## config.mk

```make
export PLATFORM = sky130hd
export DESIGN_NAME = sram_controller
export DESIGN_NICKNAME = d
export VERILOG_FILES = /design/src/rtl/sram_controller.sv
export SDC_FILE = /design/constraint.sdc
export NUM_CORES = 1
export LEC_CHECK = 0
export CAP_MARGIN = 10
export CORE_UTILIZATION = 40
export DETAILED_ROUTE_END_ITERATION = 16
export GPL_TIMING_DRIVEN = 0
export PLACE_DENSITY = 0.8
export SLEW_MARGIN = 25
export SYNTH_ARGS = -nofsm -noshare
export SYNTH_HDL_FRONTEND = slang
export SYNTH_SLANG_ARGS = --single-unit
export TNS_END_PERCENT = 20
```

## constraint.sdc

```tcl
create_clock -name clk -period 1.5 [get_ports clk]
set_input_delay 0.3 -clock clk [delete_from_list [all_inputs] [get_ports clk]]
set_output_delay 0.3 -clock clk [all_outputs]
set_load 0.01 [all_outputs]
```

## src/rtl/sram_controller.sv

```systemverilog
// Single-port asynchronous SRAM controller: one byte-wide read or write per request,
// sequenced IDLE -> SETUP -> ACCESS (WAIT_CYCLES) -> HOLD with a one-cycle response pulse.
module sram_controller #(
    parameter int ADDR_WIDTH  = 17,
    parameter int WAIT_CYCLES = 1
) (
    input  logic                  clk,
    input  logic                  rst,
    input  logic                  req_valid,
    output logic                  req_ready,
    input  logic                  req_write,
    input  logic [ADDR_WIDTH-1:0] req_addr,
    input  logic [7:0]            req_wdata,
    output logic                  resp_valid,
    output logic [7:0]            resp_rdata,
    output logic                  chip_enable,
    output logic                  chip_enable2,
    output logic                  write_enable,
    output logic                  output_enable,
    output logic [ADDR_WIDTH-1:0] address,
    output logic [7:0]            data_out,
    output logic                  data_out_en,
    input  logic [7:0]            data_in
);

    typedef enum logic [1:0] {IDLE, SETUP, ACCESS, HOLD} state_t;

    localparam logic [3:0] LAST_CNT = 4'(WAIT_CYCLES - 1);

    state_t                  state_reg, state_next;
    logic [3:0]              wait_cnt_reg, wait_cnt_next;
    logic                    write_reg;
    logic [ADDR_WIDTH-1:0]   addr_reg;
    logic [7:0]              wdata_reg;
    logic [7:0]              rdata_reg;
    logic                    accept;
    logic                    access_last;

    assign accept      = (state_reg == IDLE) && req_valid;
    assign access_last = (state_reg == ACCESS) && (wait_cnt_reg == LAST_CNT);

    always_ff @(posedge clk) begin
        if (rst) begin
            state_reg    <= IDLE;
            wait_cnt_reg <= 4'd0;
        end else begin
            state_reg    <= state_next;
            wait_cnt_reg <= wait_cnt_next;
        end
    end

    always_comb begin
        state_next    = state_reg;
        wait_cnt_next = 4'd0;
        case (state_reg)
            IDLE:    if (req_valid) state_next = SETUP;
            SETUP:   state_next = ACCESS;
            ACCESS: begin
                if (wait_cnt_reg == LAST_CNT) begin
                    state_next = HOLD;
                end else begin
                    wait_cnt_next = wait_cnt_reg + 4'd1;
                end
            end
            HOLD:    state_next = IDLE;
            default: state_next = IDLE;
        endcase
    end

    // Request fields are captured only at the handshake so later input activity is ignored.
    always_ff @(posedge clk) begin
        if (rst) begin
            write_reg <= 1'b0;
            addr_reg  <= '0;
            wdata_reg <= 8'd0;
            rdata_reg <= 8'd0;
        end else begin
            if (accept) begin
                write_reg <= req_write;
                addr_reg  <= req_addr;
                wdata_reg <= req_wdata;
            end
            if (access_last && !write_reg) begin
                rdata_reg <= data_in;
            end
        end
    end

    always_comb begin
        req_ready     = 1'b0;
        resp_valid    = 1'b0;
        chip_enable   = 1'b1;
        chip_enable2  = 1'b0;
        write_enable  = 1'b1;
        output_enable = 1'b1;
        data_out_en   = 1'b0;
        case (state_reg)
            IDLE: req_ready = 1'b1;
            SETUP: begin
                chip_enable  = 1'b0;
                chip_enable2 = 1'b1;
                data_out_en  = write_reg;
            end
            ACCESS: begin
                chip_enable   = 1'b0;
                chip_enable2  = 1'b1;
                data_out_en   = write_reg;
                write_enable  = !write_reg;
                output_enable = write_reg;
            end
            HOLD: begin
                chip_enable  = 1'b0;
                chip_enable2 = 1'b1;
                data_out_en  = write_reg;
                resp_valid   = 1'b1;
            end
            default: req_ready = 1'b0;
        endcase
    end

    assign address    = addr_reg;
    assign data_out   = wdata_reg;
    assign resp_rdata = rdata_reg;

endmodule

```

# After elaboration in Yosys (flattened, before gate mapping)
# Index checks and enable logic that the tools add are counted.
# totals
latchBits,0
romBits,0
register_bits,40
in_bits,37
ramBits,0
memories,0
# op_classes
muxes,10
eq_ne,5
n_reduce_logical,9
addsub,1
order_cmp,0
n_mul,0
shifts,0
div_mod_pow,0
bitwise,1
# op_table
cell,n
2-bit case mux with 4 select lines,1
1-bit two-way mux,7
3-bit OR reduction,2
4-bit by 1-bit adder with 4-bit output (second input constant),1
2-bit equality test (second input constant),2
4-bit zero test,1
2-bit two-way mux,2
1-bit logical AND,3
2-bit by 1-bit equality test with 1-bit output (second input constant),1
2-bit zero test,1
2-bit by 1-bit != test with 1-bit output (second input constant),1
2-bit != test (second input constant),1
2-bit AND reduction,1
1-bit zero test,1
1-bit inverter,1

# Longest topological paths before layout
# logic_depth
ltp_word,3
mapped_depth,7
ltp_nobuf,5

# Worst setup path before layout
# OpenSTA, ideal clock, no wires.
# synth_timing
kind,register to register
startpoint,register state_reg[0]
endpoint,"register addr_reg[0], in the netlist address[0]"
arrival_ns,1.338
path_slack_ns,0.092
t_required_ns,1.430
stages_incl_launch_ff,7
path_cell_list,dfxtp_1 > inv_1 > ha_1 > nand2_1 > clkbuf_1 > nand2_1 > a21oi_1
# synth_between
elab_chain_cells,2
# synth_lines
item,line_no,source
start: declaration,30,"state_t state_reg, state_next;"
start signal: assignment,47,state_reg <= state_next;
2-bit zero test,39,assign accept = (state_reg == IDLE) && req_valid;
1-bit logical AND,39,
end signal: assignment,80,addr_reg <= req_addr;
end: declaration,33,logic [ADDR_WIDTH-1:0] addr_reg;
# Every way passes these cells.
# A chain may end at the register's enable or synchronous reset.

# Worst setup path in the final report
# layout_timing
startpoint,register state_reg[1]
endpoint,output port data_out_en
# layout_between
elab_chain_cells,3
elab_cells_between_ends,5
# layout_lines
item,line_no,source
2-bit equality test or 2-bit by 1-bit equality test with 1-bit output (tied branches),97,case (state_reg)
3-bit OR reduction (no source line) *,--,
1-bit two-way mux *,97,
end: declaration,22,"output logic data_out_en,"
# Mark *: on every way between the ends. The rest lies on a longest branch, timed or not.

==> impl_metrics.toml <==
[status]
outcome = "complete, no violations"

[placed_design]
dp.cells = 309
dp_worst_setup_slack_ns = -0.291
port_buffers = 75
hpwlAfterDp_um = 2490
routabilityCongestion = 0.718
placed_cell_area_um2 = 2410

[sta]
drv_slew = 0
finClkSkew_ns = 0.00795
worst_slew_margin_rel_pct = 78.1
layout_setup_ws_ns = 0.0268
timing.fmax_mhz = 679
hold_viol_final = 0
min_period_ns = 1.47
setup_violations = 0
period_share_pct = 98.2
whs_ns = 0.443
worstMarginPinSlew_ns = 0.328
rsz0062_at_grt = "yes"

[power]
pwr_density_cell_nw_per_um2 = 1350
clockPowerShare_pct = 24.1
pwr-share-comb_pct = 36.9
ir_drop_uv = 637
power.leakage_nw = 1.30
switchingPower_mw = 1.07
seqPwrFrac_pct = 39.0
internal_power_mw = 2.47
p_sw_share_pct = 30.2

[route]
route.vias.total = 1452
ant_nets = 0
vias_per_cell = 4.54
drt_drc_violations_left = 0
wl_per_cell_um = 11.3
drt_iter0_drc = 70
totalWireLength_um = 3620
first_pass_iters = 4

[final_layout]
finalNonFillerCells = 320
finalInstanceArea_um2 = 2610
fillCellCount = 319
largest_reg_flops = 17
antenna_cells = 0
syn2layout_area_growth_pct = 63.1
nets = 313
drive_gt1_share_pct = 13.2

[synth]
postSynth.asyncResetShare_pct = 0
netlist_area_um2 = 1600
ys_ff_latch = 40
synth_xor_area_share_pct = 1.10
synth_nets = 228
seq_area_frac_synth_pct = 50.1
yosysTopAreaCell = "dfxtp_1"
synth_top_family_by_area = "simple AND/OR/NAND/NOR gates"
synth_mux_area_share_pct = 5.63
synth_top_area_share_pct = 50.1
netlist_instances = 186
synthTopCellsByArea = "dfxtp_1 50%, nand2_1 13%, a21oi_1 8.1%"
ys_top_cells_by_count = "54 x nand2_1, 40 x dfxtp_1, 26 x a21oi_1"
yosys.area_share.simple_pct = 25.0
avgSynthCellArea_um2 = 8.60
yosysWarnings = 0
ys_types = 21
synth_edf_count = 0
yosysMostFrequentCell = "nand2_1"
synth_compound_area_share_pct = 9.55
synthAdderAreaFrac_pct = 3.91
ys.flop_type = "dfxtp_1"

[die]
dieArea_um2 = 4250
die_x_um = 65.2
dieHeight_um = 65.2
pin_count = 77
coreArea_um2 = 3740
start_util_pct = 42.7
rows = 22

[setup_path]
rr_worst_depth = 5
cp_data_required_time_ns = 1.20
cp.buffers_inverters = 2
crit_arrival_ns = 1.17
path_cells = "inv_1 > ha_4 > nor2b_1 > buf_2"
crit_slowest_cell = "dfxtp_4"
end_kind = "output port"
critPathTopFamily = "flip-flops"
startpoint_type = "flip-flop"
cp_max_fo = 7
critical_path_class = "flip-flop to output port"
reg2reg_to = "resp_rdata[7]"
r2r-start = "wait_cnt_reg[0]"
reg2reg_setup_slack_ns = 0.09
cpPeakStageDelay_ns = 0.37

[global_routing]
antenna_found_initial = 0
grt_max_degree = 13
grt_pass1_vias = 1343
track_usage_pct = 18.1
grt_pass1_wl_um = 5900
grt-ovfl-total = 0

[worst_hold_path]
hold-path-endpoint = "wait_cnt_reg[0]"
hold_start = "wait_cnt_reg[0]"
min_delay_path_depth = 1
hold_path_class = "flip-flop to flip-flop"

[cts]
cts_buffer_depth = 2
cts_sinks = 40
hold_buffers = 0
cts_max_level = 2
root_buffer = "clkbuf_8"
clk_latency_ns = 0.29
clkSlewWorstSetupHoldPaths_ns = 0.07
cts_tree = "done"
numCtsBuffers = 5

[flow_run]
maxCapViolCount = 0
## placed cells by master, fill, tap and decap left out
master and instances:
and2_1 1, ha_4 2, dfxtp_1 37, nand3b_1 1, o21a_1 1, inv_2 2
mux2i_1 9, buf_4 4, buf_2 7, nor2_1 6, clkdlybuf4s15_1 1, clkbuf_1 3
dfxtp_2 2, nand3_1 1, bufinv_16 1, clkbuf_8 5, a2bb2oi_2 1, clkbuf_2 3
dlymetal6s2s_1 19, a21oi_1 26, inv_1 4, dfxtp_4 1, nand2b_1 18, xor2_1 1
nand2_1 54, ha_1 3, or3b_4 1, clkinv_2 1, clkdlybuf4s50_1 49, nor2_8 1
nand2b_4 1, clkbuf_4 4, nor2b_1 1, xnor2_1 1
## kinds of logic (layout without fill, tap and decap cells)
kind of cell,count (synthesis),in the layout
buf+inv,17,103
compound gates,28,28
xor+xnor,2,2
fa+ha+maj,5,5
mux,9,9
flops,40,40
simple gates,85,85
## cell type report
type	count	area (um2)	area share [%]
Buffer	11	65.1	2.49
Clock buffer	6	72.6	2.78
Clock inverter	2	35.0	1.34
Inverter	6	22.5	0.863
Multi-Input combinational cell	129	756	29.0
Sequential cell	40	807	30.9
Tap cell	48	60.1	2.30
Timing Repair Buffer	78	791	30.3
## per-layer routing
layer	global-route usage, %	part of all wire, %	vias to the layer above
met1	20.9	45	633
met3	6.60	8.9	6
met4	5.98	1.2	0
met2	30.7	45	55
met5	0	0	-
li1	-	-	758
## worst max path at each step
stage               startpoint             to  slack [ns]  depth (start not counted)
3_5_place_dp      state_reg[0]  output_enable       -0.29                          4
4_1_cts           state_reg[0]  output_enable       -0.02                          4
5_1_grt        wait_cnt_reg[0]  resp_rdata[7]       -0.02                          5
6_report          state_reg[1]    data_out_en        0.03                          4
2_1_floorplan     state_reg[0]     address[0]        0.09                          6
3_3_place_gp      state_reg[0]  output_enable       -0.27                          4
## what timing repair did
item	in CTS	in global routing
resized for setup	30	31
setup buffers	3	0
endpoints found under the setup margin	27	38
pin swaps	1	0
## power by group through the flow
stage | Sequential [mW] | Combinational (mW) | Clock (mW)
2_1_floorplan | 1.48 | 0.521 | 0
3_3_place_gp | 1.39 | 1.26 | 0
3_5_place_dp | 1.40 | 1.27 | 0
4_1_cts | 1.38 | 1.32 | 0.864
5_1_grt | 1.40 | 1.42 | 0.915
6_report | 1.38 | 1.30 | 0.853
## metrics by stage
| stage | setup TNS (ns) | utilization, % | total power, mW |
|---|---|---|---|
| CTS | -0.0212 | 68.5 | 3.56 |
| global route | -0.0339 | 69.7 | 3.74 |
| floorplan | 0 | - | 2.00 |
| finish | 0 | 69.7 | 3.53 |
| global placement | -4.51 | 64.4 | 2.65 |
| detailed placement | -4.79 | 64.4 | 2.66 |
No activity file was read; power rests on OpenSTA's default activity.
